**src/rtl/neuraedge_pwr_pkg.sv**
```systemverilog
// +----------------------------------------------------------------------------+
// | neuraedge_pwr_pkg : CSR map, governor FSM states and STATUS field layout   |
// | Rev 1.0                                                                    |
// +----------------------------------------------------------------------------+
`default_nettype none

package neuraedge_pwr_pkg;

   localparam logic [7:0] C_OFF_CTRL       = 8'h00;
   localparam logic [7:0] C_OFF_WINDOW     = 8'h04;
   localparam logic [7:0] C_OFF_BUDGET     = 8'h08;
   localparam logic [7:0] C_OFF_HYST       = 8'h0C;
   localparam logic [7:0] C_OFF_STATUS     = 8'h10;
   localparam logic [7:0] C_OFF_LAST_DELTA = 8'h14;
   localparam logic [7:0] C_OFF_EVAL_COUNT = 8'h18;

   localparam int C_CTRL_EN_BIT      = 0;
   localparam int C_CTRL_IRQ_CLR_BIT = 1;

   // STATUS = {24'b0, irq, state[1:0], pad[1:0], level[2:0]}
   localparam int C_STATUS_LEVEL_LSB = 0;
   localparam int C_STATUS_STATE_LSB = 5;
   localparam int C_STATUS_IRQ_BIT   = 7;

   typedef enum logic [1:0] {
      ST_IDLE   = 2'd0,
      ST_SNAP   = 2'd1,
      ST_WINDOW = 2'd2,
      ST_EVAL   = 2'd3
   } gov_state_e;

endpackage

`default_nettype wire

```
**src/rtl/tile_issue_duty_gate.sv**
```systemverilog
// +----------------------------------------------------------------------------+
// | tile_issue_duty_gate : free-running phase counter; blocks issue for the    |
// | first level_i phases of every 2**LEVEL_BITS cycles.  Rev 1.0               |
// +----------------------------------------------------------------------------+
`default_nettype none

module tile_issue_duty_gate #(
   parameter int LEVEL_BITS = 3
) (
   input  logic                  clk,
   input  logic                  reset_n,
   input  logic [LEVEL_BITS-1:0] level_i,
   output logic                  issue_enable_o
);

   localparam logic [LEVEL_BITS-1:0] C_PH_ONE = LEVEL_BITS'(1);

   logic [LEVEL_BITS-1:0] ph_q;
   logic [LEVEL_BITS-1:0] ph_d;
   logic                  issue_q;
   logic                  issue_d;

   always_comb begin
      ph_d    = ph_q + C_PH_ONE;
      issue_d = (ph_q >= level_i);
   end

   always_ff @(posedge clk or negedge reset_n) begin
      if (!reset_n) begin
         ph_q    <= '0;
         issue_q <= 1'b1;
      end else begin
         ph_q    <= ph_d;
         issue_q <= issue_d;
      end
   end

   assign issue_enable_o = issue_q;

endmodule

`default_nettype wire

```
**src/rtl/tile_energy_governor.sv**
```systemverilog
// +----------------------------------------------------------------------------+
// | tile_energy_governor : windowed energy-delta vs budget controller driving  |
// | a throttle level and issue duty gate.  Rev 1.0                             |
// +----------------------------------------------------------------------------+
`default_nettype none

module tile_energy_governor
   import neuraedge_pwr_pkg::*;
#(
   parameter int         LEVEL_BITS = 3,
   parameter int         MAX_LEVEL  = 6,
   parameter int         MIN_WINDOW = 16,
   parameter logic [7:0] CSR_BASE   = 8'h40
) (
   input  logic                  clk,
   input  logic                  reset_n,
   input  logic [63:0]           energy_pj,
   input  logic                  csr_valid,
   input  logic                  csr_write,
   input  logic [7:0]            csr_addr,
   input  logic [31:0]           csr_wdata,
   output logic [31:0]           csr_rdata,
   output logic                  csr_ready,
   output logic                  issue_enable,
   output logic [LEVEL_BITS-1:0] throttle_level,
   output logic                  window_done,
   output logic                  over_budget_irq
);

   localparam logic [31:0]           C_MIN_WIN   = 32'(MIN_WINDOW);
   localparam logic [LEVEL_BITS-1:0] C_MAX_LEVEL = LEVEL_BITS'(MAX_LEVEL);
   localparam logic [LEVEL_BITS-1:0] C_LVL_ONE   = LEVEL_BITS'(1);

   gov_state_e            state_q, state_d;
   logic                  en_q, en_d;
   logic                  irq_q, irq_d;
   logic [31:0]           window_q, window_d;
   logic [31:0]           budget_q, budget_d;
   logic [31:0]           budget_act_q, budget_act_d;
   logic [31:0]           hyst_q, hyst_d;
   logic [31:0]           last_delta_q, last_delta_d;
   logic [31:0]           eval_cnt_q, eval_cnt_d;
   logic [31:0]           cnt_q, cnt_d;
   logic [63:0]           e0_q, e0_d;
   logic [LEVEL_BITS-1:0] level_q, level_d;
   logic [31:0]           rdata_q, rdata_d;
   logic                  ready_q, ready_d;

   logic [7:0]  w_off;
   logic        w_wr;
   logic        w_rd;
   logic [31:0] w_win_eff;
   logic [63:0] w_delta;
   logic [31:0] w_dsat;
   logic        w_over;
   logic        w_under;
   logic        w_eval;
   logic [31:0] w_status;
   logic [31:0] w_rmux;

   assign w_off     = csr_addr - CSR_BASE;
   assign w_wr      = csr_valid & csr_write;
   assign w_rd      = csr_valid & ~csr_write;
   assign w_win_eff = (window_q < C_MIN_WIN) ? C_MIN_WIN : window_q;
   // Modular subtraction absorbs a wrap of the free-running energy counter.
   assign w_delta   = energy_pj - e0_q;
   assign w_dsat    = (|w_delta[63:32]) ? 32'hFFFF_FFFF : w_delta[31:0];
   assign w_over    = (w_dsat > budget_act_q);
   assign w_under   = (({1'b0, w_dsat} + {1'b0, hyst_q}) < {1'b0, budget_act_q});
   assign w_eval    = (state_q == ST_EVAL) && en_q;

   always_comb begin
      w_status = '0;
      w_status[C_STATUS_LEVEL_LSB +: LEVEL_BITS] = level_q;
      w_status[C_STATUS_STATE_LSB +: 2]          = state_q;
      w_status[C_STATUS_IRQ_BIT]                 = irq_q;
   end

   always_comb begin
      case (w_off)
         C_OFF_CTRL:       w_rmux = {31'b0, en_q};
         C_OFF_WINDOW:     w_rmux = window_q;
         C_OFF_BUDGET:     w_rmux = budget_q;
         C_OFF_HYST:       w_rmux = hyst_q;
         C_OFF_STATUS:     w_rmux = w_status;
         C_OFF_LAST_DELTA: w_rmux = last_delta_q;
         C_OFF_EVAL_COUNT: w_rmux = eval_cnt_q;
         default:          w_rmux = '0;
      endcase
   end

   always_comb begin
      state_d      = state_q;
      en_d         = en_q;
      irq_d        = irq_q;
      window_d     = window_q;
      budget_d     = budget_q;
      budget_act_d = budget_act_q;
      hyst_d       = hyst_q;
      last_delta_d = last_delta_q;
      eval_cnt_d   = eval_cnt_q;
      cnt_d        = cnt_q;
      e0_d         = e0_q;
      level_d      = level_q;
      ready_d      = csr_valid;
      rdata_d      = w_rd ? w_rmux : '0;

      if (w_wr) begin
         case (w_off)
            C_OFF_CTRL: begin
               en_d = csr_wdata[C_CTRL_EN_BIT];
               if (csr_wdata[C_CTRL_IRQ_CLR_BIT]) irq_d = 1'b0;
            end
            C_OFF_WINDOW: window_d = csr_wdata;
            C_OFF_BUDGET: budget_d = csr_wdata;
            C_OFF_HYST:   hyst_d   = csr_wdata;
            default: ;
         endcase
      end

      if (!en_q) begin
         state_d = ST_IDLE;
         level_d = '0;
      end else begin
         case (state_q)
            ST_IDLE: state_d = ST_SNAP;
            ST_SNAP: begin
               e0_d         = energy_pj;
               cnt_d        = w_win_eff - 32'd1;
               budget_act_d = budget_q;
               state_d      = ST_WINDOW;
            end
            // Leaving on cnt==1 places EVAL exactly W cycles after SNAP.
            ST_WINDOW: begin
               cnt_d = cnt_q - 32'd1;
               if (cnt_q <= 32'd1) state_d = ST_EVAL;
            end
            ST_EVAL: begin
               last_delta_d = w_dsat;
               eval_cnt_d   = eval_cnt_q + 32'd1;
               if (w_over) begin
                  level_d = (level_q >= C_MAX_LEVEL) ? C_MAX_LEVEL : level_q + C_LVL_ONE;
                  irq_d   = 1'b1;
               end else if (w_under) begin
                  level_d = (level_q == '0) ? '0 : level_q - C_LVL_ONE;
               end
               state_d = ST_SNAP;
            end
            default: state_d = ST_IDLE;
         endcase
      end
   end

   always_ff @(posedge clk or negedge reset_n) begin
      if (!reset_n) begin
         state_q      <= ST_IDLE;
         en_q         <= 1'b0;
         irq_q        <= 1'b0;
         window_q     <= '0;
         budget_q     <= '0;
         budget_act_q <= '0;
         hyst_q       <= '0;
         last_delta_q <= '0;
         eval_cnt_q   <= '0;
         cnt_q        <= '0;
         e0_q         <= '0;
         level_q      <= '0;
         rdata_q      <= '0;
         ready_q      <= 1'b0;
      end else begin
         state_q      <= state_d;
         en_q         <= en_d;
         irq_q        <= irq_d;
         window_q     <= window_d;
         budget_q     <= budget_d;
         budget_act_q <= budget_act_d;
         hyst_q       <= hyst_d;
         last_delta_q <= last_delta_d;
         eval_cnt_q   <= eval_cnt_d;
         cnt_q        <= cnt_d;
         e0_q         <= e0_d;
         level_q      <= level_d;
         rdata_q      <= rdata_d;
         ready_q      <= ready_d;
      end
   end

   tile_issue_duty_gate #(
      .LEVEL_BITS (LEVEL_BITS)
   ) u_duty_gate (
      .clk            (clk),
      .reset_n        (reset_n),
      .level_i        (level_q),
      .issue_enable_o (issue_enable)
   );

   assign csr_rdata       = rdata_q;
   assign csr_ready       = ready_q;
   assign throttle_level  = level_q;
   assign window_done     = w_eval;
   assign over_budget_irq = irq_q;

endmodule

`default_nettype wire

```
**config.mk**
```make
export PLATFORM = sky130hd
export DESIGN_NAME = tile_energy_governor
export DESIGN_NICKNAME = d
export VERILOG_FILES = /design/src/rtl/neuraedge_pwr_pkg.sv /design/src/rtl/tile_issue_duty_gate.sv /design/src/rtl/tile_energy_governor.sv
export SDC_FILE = /design/constraint.sdc
export NUM_CORES = 1
export LEC_CHECK = 0
export CAP_MARGIN = 20
export CORE_MARGIN = 2
export CORE_UTILIZATION = 48
export CTS_CLUSTER_SIZE = 24
export DETAILED_ROUTE_END_ITERATION = 6
export GPL_TIMING_DRIVEN = 0
export PLACE_DENSITY_LB_ADDON = 0.05
export SLEW_MARGIN = 20
export SYNTH_ARGS = -nofsm -noshare
export SYNTH_HDL_FRONTEND = slang
export SYNTH_HIERARCHICAL = 1
export SYNTH_SLANG_ARGS = --single-unit
export TNS_END_PERCENT = 100
```
**constraint.sdc**
```tcl
create_clock -name clk -period 11.7 [get_ports clk]
set_input_delay 2.34 -clock clk [delete_from_list [all_inputs] [get_ports clk]]
set_output_delay 2.34 -clock clk [all_outputs]
set_load 0.02 [all_outputs]
```
==> flow_summary.html <==
<table>
<tr><th>Metric</th><th>Value</th></tr>
<tr><th colspan="2">Status</th></tr>
<tr><td>Result of the run</td><td>finished, final reports clean</td></tr>
<tr><th colspan="2">CTS</th></tr>
<tr><td>Clock transition at the register clock pins on the worst setup and hold paths after CTS</td><td>0.06 ns</td></tr>
<tr><td>Clock tree sinks</td><td>332</td></tr>
<tr><td>CTS buffer count</td><td>40</td></tr>
<tr><td>Clock latency on the worst-skew pair</td><td>0.59 ns</td></tr>
<tr><td>Number of hold buffers added after CTS</td><td>0</td></tr>
<tr><td>H-tree depth</td><td>2</td></tr>
<tr><td>Master cell of the clock root buffer</td><td>clkbuf_16</td></tr>
<tr><td>TritonCTS clock tree</td><td>built</td></tr>
<tr><td>Max clock buf depth</td><td>3</td></tr>
<tr><th colspan="2">Placement</th></tr>
<tr><td>Total cell area at the placement stage</td><td>25300 um2</td></tr>
<tr><td>HPWL after detailed placement</td><td>62400 um</td></tr>
<tr><td>Placer's final routability congestion estimate</td><td>0.973</td></tr>
<tr><td>Instance count after placement with tap cells included</td><td>3247</td></tr>
<tr><td>Count of input and output buffers</td><td>145</td></tr>
<tr><th colspan="2">Drt</th></tr>
<tr><td>Via count</td><td>20.4k</td></tr>
<tr><td>Detailed Route Iter0 Violations</td><td>1707</td></tr>
<tr><td>Final Routed Wirelength</td><td>78700 um</td></tr>
<tr><td>Wirelength per Cell</td><td>23.7 um</td></tr>
<tr><td>DRC</td><td>0</td></tr>
<tr><td>Post-detailed-route via-to-cell ratio</td><td>6.15</td></tr>
<tr><td>Antenna-violating nets left</td><td>0</td></tr>
<tr><td>Initial DRT Pass Iterations</td><td>5</td></tr>
<tr><th colspan="2">Global route</th></tr>
<tr><td>Global route overflow</td><td>0</td></tr>
<tr><td>Number of global-route vias before repair</td><td>20.4k</td></tr>
<tr><td>GR Util All Layers</td><td>0.316</td></tr>
<tr><td>Initial antenna violation count</td><td>0</td></tr>
<tr><td>First-pass GRT wire length</td><td>121000 um</td></tr>
<tr><td>Pin count of the biggest net entering global routing</td><td>99</td></tr>
<tr><th colspan="2">Critical path</th></tr>
<tr><td>Count of cells along the worst register-to-register path</td><td>37</td></tr>
<tr><td>Startpoint type of the worst setup path</td><td>input port</td></tr>
<tr><td>Worst Path Class, Setup</td><td>input port to register</td></tr>
<tr><td>Data arrival time of the worst path</td><td>11.81 ns</td></tr>
<tr><td>Data required time of the worst path</td><td>12.20 ns</td></tr>
<tr><td>Largest stage delay on the critical path</td><td>0.45 ns</td></tr>
<tr><td>Critical path fanouts, max</td><td>10</td></tr>
<tr><td>Crit-path slowest cell</td><td>clkbuf_1</td></tr>
<tr><td>Kind of end point of the critical path</td><td>register</td></tr>
<tr><th colspan="2">Yosys</th></tr>
<tr><td>Number of enable flip-flop cells after synthesis</td><td>0</td></tr>
<tr><td>Post-synth ARST share</td><td>1.00</td></tr>
<tr><td>Synthesized net count</td><td>2769</td></tr>
<tr><td>Post-synthesis register bit count</td><td>332</td></tr>
<tr><td>Ys flop type</td><td>dfrtp_1</td></tr>
<tr><td>Syn Area/Cell</td><td>9.24 um2</td></tr>
<tr><td>Post-Synthesis Cell Area</td><td>22900 um2</td></tr>
<tr><td>Number of distinct library cells after synthesis</td><td>84</td></tr>
<tr><td>YS warnings</td><td>6</td></tr>
<tr><td>Mapped Cells</td><td>2484</td></tr>
<tr><td>Seq/Total Area, Yosys</td><td>0.362</td></tr>
<tr><th colspan="2">Die</th></tr>
<tr><td>Total Die Area</td><td>49600 um2</td></tr>
<tr><td>Initial core utilization</td><td>0.484</td></tr>
<tr><td>Num ports</td><td>147</td></tr>
<tr><td>Placeable core region</td><td>47400 um2</td></tr>
<tr><td>Height of the die</td><td>223 um</td></tr>
<tr><td>Number of placement rows</td><td>80</td></tr>
<tr><td>Width of the chip</td><td>223 um</td></tr>
<tr><th colspan="2">Timing</th></tr>
<tr><td>Timing-limited maximum frequency</td><td>88.5 MHz</td></tr>
<tr><td>Layout Skew</td><td>0.0202 ns</td></tr>
<tr><td>Worst-Margin Slew</td><td>1.17 ns</td></tr>
<tr><td>Slew HR</td><td>0.221</td></tr>
<tr><td>Total count of max-transition violations in the final report</td><td>0</td></tr>
<tr><td>Crit share post-route</td><td>0.966</td></tr>
<tr><td>Number of failing setup endpoints in the final timing report</td><td>0</td></tr>
<tr><td>Post-route minimum period</td><td>11.30 ns</td></tr>
<tr><td>Final Hold Violating Endpoints</td><td>0</td></tr>
<tr><th colspan="2">Finish</th></tr>
<tr><td>Area growth from synthesis to final layout</td><td>16.4%</td></tr>
<tr><td>Finished layout cell area</td><td>26700 um2</td></tr>
<tr><td>Non-filler cells, final</td><td>3323</td></tr>
<tr><td>Fraction of layout instances using a drive strength above 1</td><td>0.118</td></tr>
<tr><td>Net total in the final layout</td><td>2962</td></tr>
<tr><td>Number of filler instances in the final layout</td><td>4325</td></tr>
<tr><th colspan="2">Hold path</th></tr>
<tr><td>Cells on Worst Hold Path</td><td>1</td></tr>
<tr><td>Hold crit path type</td><td>register to register</td></tr>
<tr><th colspan="2">Power</th></tr>
<tr><td>LEAKAGE</td><td>11.7 nW</td></tr>
<tr><td>Maximum VDD drop</td><td>108 uV</td></tr>
<tr><td>Pwr/cell area</td><td>122 nW/um2</td></tr>
<tr><th colspan="2">Run</th></tr>
<tr><td>Total of max-cap violations</td><td>0</td></tr>
</table>
[cells by family (layout without fill, tap and decap cells)]
kind of cell,Yosys count,count (layout),share of synthesized area
and+or+nand+nor,720,720,0.158
DFF,332,332,0.362
muxes,212,212,0.103
AOI/OAI and AO/OA,656,656,0.187
adders and majority gates,177,177,0.0972
xor gates and xnor gates,127,127,0.0485
buffers and inverters,260,483,0.0432
other,0,1,0
[registers in the layout, indices dropped and copies added (netlist names)]
| signal | count |
|---|---|
| u_duty_gate/issue_enable_o | 1 |
| hyst_q | 32 |
| eval_cnt_q | 32 |
| budget_q | 32 |
| e0_q | 64 |
| last_delta_q | 32 |
| en_q | 1 |
| csr_ready | 1 |
| window_q | 32 |
| cnt_q | 32 |
| csr_rdata | 32 |
| state_q | 2 |
| throttle_level | 3 |
| u_duty_gate/ph_q | 3 |
| budget_act_q | 32 |
| over_budget_irq | 1 |
[where the power goes]
group          internal, mW  total [mW]  switching [mW]
Combinational         0.298       0.762           0.464
Sequential             1.17        1.19          0.0205
Clock                 0.759        1.30           0.544
Total                  2.23        3.26            1.03
[worst paths after layout]
check / startpoint / to / slack (ns)
min in group asynchronous: reset_n / csr_rdata[6]$_DFF_PN0_ / 1.70
hold / removal: u_duty_gate/ph_q[0]$_DFF_PN0_ / u_duty_gate/ph_q[0]$_DFF_PN0_ / 0.45
setup reg to reg: e0_q[32]$_DFFE_PN0P_ / throttle_level[0]$_DFFE_PN0P_ / 2.20
setup / recovery: energy_pj[32] / throttle_level[0]$_DFFE_PN0P_ / 0.40
max in group asynchronous: reset_n / e0_q[49]$_DFFE_PN0P_ / 8.72
hold reg to reg: u_duty_gate/ph_q[0]$_DFF_PN0_ / u_duty_gate/ph_q[0]$_DFF_PN0_ / 0.45
[routing by layer]
layer | track usage | vias to the layer above | share of wire
met5 | 0 | - | 0
met4 | 0.115 | 0 | 0.039
met3 | 0.0491 | 159 | 0.058
met2 | 0.535 | 672 | 0.47
met1 | 0.409 | 10019 | 0.43
li1 | - | 9588 | -
[per-stage QoR]
stage | util | setup slack, ns | total power, mW | setup TNS [ns] | hold slack (ns)
finish | 0.563 | 0.397 | 3.26 | 0 | 0.448
global route | 0.563 | -0.0422 | 3.40 | -0.0535 | 0.471
CTS | 0.561 | 0 | 3.26 | 0 | 0.450
detailed placement | 0.532 | -0.730 | 1.95 | -2.10 | 0.441
global placement | 0.531 | -6.48 | 1.94 | -2127.63 | 0.431
floorplan | - | 1.59 | 1.70 | 0 | 0.418
[timing repair]
item	in CTS	in global routing
hold endpoints to repair	0	0
resized for setup	3	11
endpoints found under the setup margin	3	3
pin swaps	1	1
buffers inserted	1	2
[synthesized netlist by cell type (6+ instances only)]
| library cell | count | area, um2 |
|---|---|---|
| and3_1 | 19 | 119 |
| o21ai_1 | 8 | 40.0 |
| o21ai_0 | 97 | 485 |
| and2_1 | 8 | 50.1 |
| o211ai_1 | 20 | 150 |
| nor2_1 | 176 | 661 |
| o21bai_1 | 10 | 75.1 |
| a22o_1 | 26 | 228 |
| xor2_1 | 35 | 307 |
| o221ai_1 | 9 | 78.8 |
| o22ai_1 | 10 | 62.6 |
| xnor2_1 | 92 | 806 |
| o31ai_1 | 10 | 75.1 |
| nor4_1 | 55 | 344 |
| o21a_1 | 19 | 143 |
| or4_1 | 42 | 315 |
| nand2_1 | 181 | 679 |
| buf_1 | 14 | 52.6 |
| a221oi_1 | 10 | 87.6 |
| a222oi_1 | 29 | 290 |
| nor2b_1 | 16 | 100 |
| or3_1 | 17 | 106 |
| or2_2 | 8 | 50.1 |
| nor3b_1 | 7 | 52.6 |
| inv_1 | 138 | 518 |
| mux2_2 | 202 | 2270 |
| a22oi_1 | 6 | 45.0 |
| nor3_1 | 44 | 220 |
| nand3_1 | 50 | 250 |
| nand2b_1 | 23 | 144 |
| dfrtp_1 | 331 | 8280 |
| a31oi_1 | 20 | 125 |
| a21o_1 | 74 | 556 |
| ha_1 | 175 | 2190 |
| a211oi_1 | 17 | 128 |
| nand4_1 | 50 | 313 |
| buf_2 | 10 | 50.1 |
| mux2i_1 | 10 | 100 |
| clkbuf_1 | 97 | 364 |
| a21oi_1 | 233 | 1170 |
[area by class of cell]
class                           instances  area, um2  share of cell area
Sequential cell                       332       8310               0.311
Timing Repair Buffer                  151       1560              0.0585
Inverter                              138        518              0.0194
Antenna cell                            1       2.50           0.0000937
Clock buffer                           55       1150              0.0430
Tap cell                              615        769              0.0288
Clock inverter                         17        208             0.00778
Buffer                                122        474              0.0178
Multi-Input combinational cell       1892      13700               0.514
[worst max-delay path, delay by kind of cell]
family	cells	cell delay (ns)
xor+xnor	1	0.09
simple gates	9	2.55
mux	1	0.17
fa+ha+maj	4	1.12
buf+inv	3	1.07
compound gates	19	4.39
[cell usage in the layout, fill, tap and decap left out, types with 9 or more instances in the layout]
cell type,instances
xor2_1,35
a31oi_1,19
nor2b_1,16
clkdlybuf4s50_1,144
nor2_1,176
mux2i_1,10
o22ai_1,10
a21o_1,74
mux2_2,202
nor3_1,44
buf_1,14
o31ai_1,9
a21oi_1,227
o221ai_1,9
a221oi_1,10
or3_1,17
o211ai_1,20
buf_2,10
and3_1,19
nand3_1,50
nor4_1,55
o21ai_0,97
ha_1,175
clkbuf_16,41
or4_1,42
xnor2_1,92
dfrtp_1,331
a222oi_1,29
a211oi_1,17
o21bai_1,10
nand2_1,181
clkbuf_1,104
nand2b_1,23
o21a_1,19
inv_1,138
nand4_1,50
a22o_1,26
Power figures use the tool's default switching activity.
